[src/rtl/dpram_port_sequencer_if.sv]
// Requester handshake and RAM-port pin bundle for dpram_port_sequencer.
// master: requesters plus the pad side (drives ad_in); slave: the sequencer.
interface dpram_port_sequencer_if #(
  parameter int unsigned AW = 8,
  parameter int unsigned DW = 8
);
  logic          req0;
  logic          req1;
  logic          we0;
  logic          we1;
  logic [AW-1:0] addr0;
  logic [AW-1:0] addr1;
  logic [DW-1:0] wdata0;
  logic [DW-1:0] wdata1;
  logic          ack0;
  logic          ack1;
  logic [DW-1:0] rdata;
  logic          busy;
  logic          gnt_id;
  logic          ce_n;
  logic          we_n;
  logic          oe_n;
  logic [DW-1:0] ad_out;
  logic          ad_oe;
  logic [DW-1:0] ad_in;

  modport master (
    output req0, req1, we0, we1, addr0, addr1, wdata0, wdata1, ad_in,
    input  ack0, ack1, rdata, busy, gnt_id, ce_n, we_n, oe_n, ad_out, ad_oe
  );

  modport slave (
    input  req0, req1, we0, we1, addr0, addr1, wdata0, wdata1, ad_in,
    output ack0, ack1, rdata, busy, gnt_id, ce_n, we_n, oe_n, ad_out, ad_oe
  );
endinterface

[src/rtl/dpram_port_sequencer.sv]
// One port of a multiplexed-AD dual-port RAM shared by two requesters with
// round-robin arbitration. Generates address setup/latch, write/read strobe
// timing and AD bus direction. Every output is registered.
module dpram_port_sequencer #(
  parameter int unsigned AW          = 8,
  parameter int unsigned DW          = 8,
  parameter int unsigned WAIT_CYCLES = 2
) (
  input  logic                    clk,
  input  logic                    rst,
  dpram_port_sequencer_if.slave   bus
);

  // Data-phase counter reload; a zero wait count behaves as one cycle.
  localparam logic [3:0] W_LAST = (WAIT_CYCLES == 0) ? 4'd0 : 4'(WAIT_CYCLES - 1);

  typedef enum logic [2:0] {
    S_IDLE,
    S_ASETUP,
    S_AHOLD,
    S_DATA,
    S_RECOVER
  } state_t;

  state_t        state_q, state_d;
  logic [3:0]    cnt_q, cnt_d;
  logic          ptr_q, ptr_d;
  logic          gnt_q, gnt_d;
  logic          lat_we_q, lat_we_d;
  logic [AW-1:0] lat_addr_q, lat_addr_d;
  logic [DW-1:0] lat_wdata_q, lat_wdata_d;
  logic [DW-1:0] rdata_q, rdata_d;
  logic          ack0_q, ack0_d;
  logic          ack1_q, ack1_d;
  logic          busy_q, busy_d;
  logic          ce_n_q, ce_n_d;
  logic          we_n_q, we_n_d;
  logic          oe_n_q, oe_n_d;
  logic          ad_oe_q, ad_oe_d;
  logic [DW-1:0] ad_out_q, ad_out_d;
  logic          sel;

  // Next-state, arbitration and output decode. Outputs are decoded from the
  // next state and next latched fields so the registered pins line up with
  // the state they belong to (ASETUP drives the address right after grant).
  always_comb begin
    state_d     = state_q;
    cnt_d       = cnt_q;
    ptr_d       = ptr_q;
    gnt_d       = gnt_q;
    lat_we_d    = lat_we_q;
    lat_addr_d  = lat_addr_q;
    lat_wdata_d = lat_wdata_q;
    rdata_d     = rdata_q;
    sel         = (bus.req0 && bus.req1) ? ptr_q : bus.req1;

    case (state_q)
      S_IDLE: begin
        if (bus.req0 || bus.req1) begin
          gnt_d       = sel;
          ptr_d       = ~sel;
          lat_we_d    = sel ? bus.we1    : bus.we0;
          lat_addr_d  = sel ? bus.addr1  : bus.addr0;
          lat_wdata_d = sel ? bus.wdata1 : bus.wdata0;
          state_d     = S_ASETUP;
        end
      end
      S_ASETUP: state_d = S_AHOLD;
      S_AHOLD: begin
        cnt_d   = W_LAST;
        state_d = S_DATA;
      end
      S_DATA: begin
        if (cnt_q == 4'd0) begin
          if (!lat_we_q) rdata_d = bus.ad_in;
          state_d = S_RECOVER;
        end else begin
          cnt_d = cnt_q - 4'd1;
        end
      end
      S_RECOVER: state_d = S_IDLE;
      default:   state_d = S_IDLE;
    endcase

    busy_d  = (state_d != S_IDLE);
    ce_n_d  = !((state_d == S_AHOLD) || (state_d == S_DATA));
    we_n_d  = !((state_d == S_DATA) && lat_we_d);
    oe_n_d  = !((state_d == S_DATA) && !lat_we_d);
    ad_oe_d = (state_d == S_ASETUP) || (state_d == S_AHOLD) ||
              ((state_d == S_DATA) && lat_we_d);
    ack0_d  = (state_d == S_RECOVER) && !gnt_d;
    ack1_d  = (state_d == S_RECOVER) &&  gnt_d;

    if ((state_d == S_ASETUP) || (state_d == S_AHOLD))
      ad_out_d = DW'(lat_addr_d);
    else if ((state_d == S_DATA) && lat_we_d)
      ad_out_d = lat_wdata_d;
    else
      ad_out_d = '0;
  end

  // State, latched transaction fields and registered pins.
  always_ff @(posedge clk) begin
    if (rst) begin
      state_q     <= S_IDLE;
      cnt_q       <= '0;
      ptr_q       <= 1'b0;
      gnt_q       <= 1'b0;
      lat_we_q    <= 1'b0;
      lat_addr_q  <= '0;
      lat_wdata_q <= '0;
      rdata_q     <= '0;
      ack0_q      <= 1'b0;
      ack1_q      <= 1'b0;
      busy_q      <= 1'b0;
      ce_n_q      <= 1'b1;
      we_n_q      <= 1'b1;
      oe_n_q      <= 1'b1;
      ad_oe_q     <= 1'b0;
      ad_out_q    <= '0;
    end else begin
      state_q     <= state_d;
      cnt_q       <= cnt_d;
      ptr_q       <= ptr_d;
      gnt_q       <= gnt_d;
      lat_we_q    <= lat_we_d;
      lat_addr_q  <= lat_addr_d;
      lat_wdata_q <= lat_wdata_d;
      rdata_q     <= rdata_d;
      ack0_q      <= ack0_d;
      ack1_q      <= ack1_d;
      busy_q      <= busy_d;
      ce_n_q      <= ce_n_d;
      we_n_q      <= we_n_d;
      oe_n_q      <= oe_n_d;
      ad_oe_q     <= ad_oe_d;
      ad_out_q    <= ad_out_d;
    end
  end

  assign bus.ack0   = ack0_q;
  assign bus.ack1   = ack1_q;
  assign bus.rdata  = rdata_q;
  assign bus.busy   = busy_q;
  assign bus.gnt_id = gnt_q;
  assign bus.ce_n   = ce_n_q;
  assign bus.we_n   = we_n_q;
  assign bus.oe_n   = oe_n_q;
  assign bus.ad_oe  = ad_oe_q;
  assign bus.ad_out = ad_out_q;

endmodule

[src/flat_wrapper.sv]
// flat-port wrapper written by rule: the top's interface ports become plain ports
module dpram_port_sequencer_flat 
#(
  parameter int unsigned AW          = 8,
  parameter int unsigned DW          = 8,
  parameter int unsigned WAIT_CYCLES = 2
)
  (clk, rst, bus_req0, bus_req1, bus_we0, bus_we1, bus_addr0, bus_addr1, bus_wdata0, bus_wdata1, bus_ad_in, bus_ack0, bus_ack1, bus_rdata, bus_busy, bus_gnt_id, bus_ce_n, bus_we_n, bus_oe_n, bus_ad_out, bus_ad_oe);
  dpram_port_sequencer_if #(.AW(AW), .DW(DW)) bus_i ();
  input  logic clk;
  input  logic rst;
  input wire logic [$bits(bus_i.req0)-1:0] bus_req0;
  input wire logic [$bits(bus_i.req1)-1:0] bus_req1;
  input wire logic [$bits(bus_i.we0)-1:0] bus_we0;
  input wire logic [$bits(bus_i.we1)-1:0] bus_we1;
  input wire logic [$bits(bus_i.addr0)-1:0] bus_addr0;
  input wire logic [$bits(bus_i.addr1)-1:0] bus_addr1;
  input wire logic [$bits(bus_i.wdata0)-1:0] bus_wdata0;
  input wire logic [$bits(bus_i.wdata1)-1:0] bus_wdata1;
  input wire logic [$bits(bus_i.ad_in)-1:0] bus_ad_in;
  output wire logic [$bits(bus_i.ack0)-1:0] bus_ack0;
  output wire logic [$bits(bus_i.ack1)-1:0] bus_ack1;
  output wire logic [$bits(bus_i.rdata)-1:0] bus_rdata;
  output wire logic [$bits(bus_i.busy)-1:0] bus_busy;
  output wire logic [$bits(bus_i.gnt_id)-1:0] bus_gnt_id;
  output wire logic [$bits(bus_i.ce_n)-1:0] bus_ce_n;
  output wire logic [$bits(bus_i.we_n)-1:0] bus_we_n;
  output wire logic [$bits(bus_i.oe_n)-1:0] bus_oe_n;
  output wire logic [$bits(bus_i.ad_out)-1:0] bus_ad_out;
  output wire logic [$bits(bus_i.ad_oe)-1:0] bus_ad_oe;
  assign bus_i.req0 = bus_req0;
  assign bus_i.req1 = bus_req1;
  assign bus_i.we0 = bus_we0;
  assign bus_i.we1 = bus_we1;
  assign bus_i.addr0 = bus_addr0;
  assign bus_i.addr1 = bus_addr1;
  assign bus_i.wdata0 = bus_wdata0;
  assign bus_i.wdata1 = bus_wdata1;
  assign bus_i.ad_in = bus_ad_in;
  assign bus_ack0 = bus_i.ack0;
  assign bus_ack1 = bus_i.ack1;
  assign bus_rdata = bus_i.rdata;
  assign bus_busy = bus_i.busy;
  assign bus_gnt_id = bus_i.gnt_id;
  assign bus_ce_n = bus_i.ce_n;
  assign bus_we_n = bus_i.we_n;
  assign bus_oe_n = bus_i.oe_n;
  assign bus_ad_out = bus_i.ad_out;
  assign bus_ad_oe = bus_i.ad_oe;
  dpram_port_sequencer #(.AW(AW), .DW(DW), .WAIT_CYCLES(WAIT_CYCLES)) u_core (.clk(clk), .rst(rst), .bus(bus_i));
endmodule
[config.mk]
export PLATFORM = sky130hd
export DESIGN_NAME = dpram_port_sequencer_flat
export DESIGN_NICKNAME = d
export VERILOG_FILES = /design/src/rtl/dpram_port_sequencer_if.sv /design/src/rtl/dpram_port_sequencer.sv /design/src/flat_wrapper.sv
export SDC_FILE = /design/constraint.sdc
export NUM_CORES = 1
export LEC_CHECK = 0
export BUFFER_PORTS_ARGS = -buffer_cell sky130_fd_sc_hd__buf_2
export CORE_UTILIZATION = 27
export DETAILED_ROUTE_END_ITERATION = 7
export GPL_ROUTABILITY_DRIVEN = 0
export PLACE_DENSITY = 0.59
export SLEW_MARGIN = 20
export SYNTH_ARGS = -nofsm -noshare
export SYNTH_HDL_FRONTEND = slang
export SYNTH_SLANG_ARGS = --single-unit
[constraint.sdc]
create_clock -name clk -period 3.2 [get_ports clk]
set_input_delay 0.32 -clock clk [delete_from_list [all_inputs] [get_ports clk]]
set_output_delay 0.32 -clock clk [all_outputs]
set_load 0.03 [all_outputs]
# Word-level counts from Yosys, hierarchy flattened
# Index checks and enable logic that the tools add are counted.
[word_totals]
reg_bits = 49
input_bits = 46
output_inout_bits = 24
[op_classes]
add_sub_neg = 1
eq_ne = 8
mux = 19
n_bitwise = 2
reduce_logical = 21
[op_table]
columns = ["op", "n"]
rows = [
  ["2-to-1 mux 8 bit", 8],
  ["equality test 3 x 2 -> 1 bit (second input constant)", 4],
  ["case mux 3 bit (4 select lines)", 1],
  ["case mux 4 bit (2 select lines)", 1],
  ["equality test 3 x 1 -> 1 bit (second input constant)", 2],
  ["2-to-1 mux 1 bit", 6],
  ["2-to-1 mux 3 bit", 2],
  ["logical AND 1 bit", 5],
  ["logical NOT 1 bit", 5],
  ["logical NOT 4 bit", 1],
  ["logical OR 1 bit", 4],
  ["2-to-1 mux 4 bit", 1],
  ["AND reduction 2 bit", 2],
  ["subtractor 4 x 1 -> 4 bit (second input constant)", 1],
  ["equality test 3 bit (second input constant)", 1],
  ["logical NOT 3 bit", 1],
  ["AND reduction 3 bit", 1],
  ["nonzero test 3 bit", 1],
  ["!= test 2 bit (second input constant)", 1],
  ["NOT 1 bit", 2],
  ["nonzero test 2 bit", 1],
]

# Depth between registers and ports, before layout
[depth]
word_depth = 8
ltp_mapped = 7

# Least setup slack after synthesis
# Ideal clock, no wire load.
[synth_path]
path_type = "reg-to-reg"
start = "reg u_core.cnt_q[0]"
end = "reg u_core.rdata_q[0], in the netlist u_core.bus.rdata[0]"
arrival_time_ps = 1437
t_required_ps = 3072
setup_slack_ps = 1636
path_stages_with_launch = 7
synth_period_minus_slack_ps = 1564
path_cell_list = "dfxtp_1 -> inv_1 -> ha_1 -> nand4bb_4 -> nor3_4 -> mux2i_1 -> nor2_1"
[synth_via]
elab_chain_cells = 2
[synth_rtl]
columns = ["item", "line", "source"]
rows = [
  ["from (decl)", "dpram_port_sequencer.sv:26", "logic [3:0] cnt_q, cnt_d;"],
  ["from (signal assigned)", "dpram_port_sequencer.sv:123", "cnt_q <= cnt_d;"],
  ["logical NOT 4 bit", "dpram_port_sequencer.sv:74", "if (cnt_q == 4'd0) begin"],
  ["AND reduction 3 bit (no source line)", "-", ""],
  ["to (signal assigned)", "dpram_port_sequencer.sv:129", "rdata_q <= rdata_d;"],
  ["to (decl)", "dpram_port_sequencer.sv:32", "logic [DW-1:0] rdata_q, rdata_d;"],
]
# Every way passes these cells.
# A chain may end at the register's enable or synchronous reset.

# Worst setup path in the final report
[layout_path]
start = "reg u_core.state_q[0]"
end = "reg u_core.ad_oe_q, in the netlist u_core.bus.ad_oe"
[layout_via]
elab_chain_cells = 5
[layout_rtl]
columns = ["item", "line", "source"]
rows = [
  ["from (decl)", "dpram_port_sequencer.sv:25", "state_t state_q, state_d;"],
  ["from (signal assigned)", "dpram_port_sequencer.sv:122", "state_q <= state_d;"],
  ["equality test 3 x 2 -> 1 bit, or another cell as far along", "dpram_port_sequencer.sv:57", "case (state_q)"],
  ["case mux 3 bit (4 select lines)", "dpram_port_sequencer.sv:57", ""],
  ["equality test 3 x 1 -> 1 bit, or another cell as far along", "dpram_port_sequencer.sv:89", "ad_oe_d = (state_d == S_ASETUP) || (state_d == S_AHOLD) ||"],
  ["logical OR 1 bit / logical AND 1 bit (equally long branches)", "dpram_port_sequencer.sv:89, dpram_port_sequencer.sv:90", ""],
  ["logical OR 1 bit (*)", "dpram_port_sequencer.sv:89", ""],
  ["to (signal assigned)", "dpram_port_sequencer.sv:136", "ad_oe_q <= ad_oe_d;"],
  ["to (decl)", "dpram_port_sequencer.sv:39", "logic ad_oe_q, ad_oe_d;"],
]
# Mark *: on every way between the ends. The rest lies on a longest branch, timed or not.

==> out/results.tsv <==
metric	value	unit
leakage	1.065	nW
gr-total-overflow	0	
synth_top_area_cell	dfxtp_1	
fin_ws	1225	ps
htreeDepth	2	
grt_pass1_wl	8.376	mm
vias	1806	
hpwl	3.841	mm
initial_core_util	28.53	%
grt_antenna_before_repair	0	
syn_area	2113	um2
synthArstFlopShare	0	%
clk_pin_slew_worst_paths	100	ps
final_net_count	324	
numCtsBuffers	5	
antennaDiodeCount	0	
ctsResizeCount	0	
grt_pass1_vias	1595	
fmax	506.3	MHz
rsz0062_at_grt	false	
ios	70	
start_kind	register	
synth_top_family_by_area	compound AO/OA/AOI/OAI gates	
synth_fa_ha_area_share	1.184	%
worst_skew_pair.late_latency	310	ps
tightest_slew	765.7	ps
worstPathRequired	3450	ps
first_pass_iters	4	
max-clock-path-buffers	2	
arrival	2230	ps
synth-compound-area-share	22.14	%
syn_avg_cell_area	9.875	um2
drv_cap	0	
outcome	finished, final reports clean	
ir_drop	0.0002073	V
worst_clock_skew	7.902	ps
yosysSeqAreaShare	46.42	%
syn_nets	262	
synth_top_area_share	46.42	%
slew_viol_final	0	
crit_path_start	u_core.state_q[0]	
die_width	90.47	um
synth-simple-area-share	20.84	%
synth-seq-cells	49	
hold_viol_final	0	
vias_per_cell	4.803	
cts_setup_buffers	0	
tritoncts	yes	
cp-end-kind	register	
core.rowCount	31	
period_needed	1975	ps
final_antenna_net_count	0	
setup_tns	0	ps
synthMuxAreaShare	3.789	%
yosysWarnings	0	
wl	5.375	mm
routedWlPerCell	14.30	um
cellPowerDensity	650.8	nW/um2
numPlacedInstances	368	
r2r_start	u_core.state_q[0]	
drive_gt1_share	33.21	%
ys_types	47	
first_iter_violations	87	
route.detailed.drc	0	
hp-class	primary input to register	
setup_viol	0	
yosysMostFrequentCell	dfxtp_1	
synthXorXnorAreaFrac	0.8289	%
path_max_fanout	10	
fin_crit_sh	61.72	%
cts_hold_buf	0	
die_area	8185	um2
synth_cells	214	
instances_no_fill	376	
synth_common_cells	dfxtp_1, a21oi_1, nor2_1	
crit_type	register to register	
synth_edf_count	0	
area_growth	23.86	%
yosys-top-cells-area	dfxtp_1, a21oi_1, mux2i_1	
hp-start	bus_ad_in[4]	
core-area	7408	um2
fp.dieH	90.47	um
grt_max_degree	41	
synthFlopType	dfxtp_1	
port_buffers	69	
clockRootBuffer	clkbuf_8	
pre_cts_ws	1099	ps
grt_use_total	13.08	%
clock_sinks	49	
slew_headroom	48.53	%
[metrics by stage]
step,cell area [um2],total power [mW],hold slack [ps],utilization (%)
floorplan,2113,1.174,404.5,-
global placement,2511,1.305,461.4,33.90
detailed placement,2517,1.313,467.2,33.98
CTS,2618,1.710,245.0,35.33
global route,2618,1.799,253.6,35.33
finish,2618,1.703,245.9,35.33
[path summary, 6_finish.rpt]
check	slack, ps	endpoint	depth (start not counted)
min	250	u_core.bus.rdata[4]	3
max reg2reg	1220	u_core.bus.ad_oe	4
min reg2reg	480	u_core.cnt_q[1]	2
max	1220	u_core.bus.ad_oe	4
[flip-flops by register name, summed over array words and instances (netlist names)]
signal / cells
u_core.ptr_q: 1
u_core.bus.busy: 1
u_core.bus.ack1: 1
u_core.bus.rdata: 8
u_core.lat_wdata_q: 8
u_core.bus.ce_n: 1
u_core.lat_addr_q: 8
u_core.bus.ack0: 1
u_core.bus.ad_oe: 1
u_core.bus.gnt_id: 1
u_core.bus.ad_out: 8
u_core.state_q: 3
u_core.bus.we_n: 1
u_core.cnt_q: 4
u_core.lat_we_q: 1
u_core.bus.oe_n: 1
[critical path, cell delays in order, from the launching register on]
cell,delay [ps]
dfxtp_1,440
nor3_2,560
a21oi_1,220
nor4_4,470
o21ba_1,240
[area by class of cell]
| type | count | area (um2) |
|---|---|---|
| Multi-Input combinational cell | 145 | 1037 |
| Sequential cell | 49 | 980.9 |
| Timing Repair Buffer | 71 | 360.3 |
| Clock inverter | 2 | 17.52 |
| Clock buffer | 6 | 82.58 |
| Fill cell | 787 | 4791 |
| Inverter | 4 | 15.01 |
| Tap cell | 99 | 123.9 |
[per-layer routing]
metal	wire length, um	vias up	GRT usage, %
li1	-	910	-
met4	69	0	4.435
met1	2718	849	18.63
met3	235	5	2.862
met2	2352	42	19.32
met5	0	-	0
[logic make-up (layout without fill, tap and decap cells)]
family | Yosys count | count (layout)
AO/OA/AOI/OAI | 68 | 68
XOR/XNOR | 2 | 2
adder cells (fa/ha/maj) | 2 | 2
buffers and inverters | 20 | 83
flip-flops | 49 | 49
multiplexers | 8 | 8
AND/OR/NAND/NOR | 65 | 65
[power by group]
part	internal [mW]	switching [mW]
Combinational	0.212	0.333
Clock	0.180	0.220
Sequential	0.706	0.0520
[placed cells by master (no fill, tap or decap), drive strengths merged, types with 7 or more instances in the layout]
cell,n
buf,71
dfxtp,49
a21oi,20
nor2,18
a211oi,10
o32ai,8
a31oi,8
mux2i,8
nand3b,7
o21ai,7
a22o,7
nor2b,7
nand2,7
nor3,7
Power figures use the tool's default switching activity.
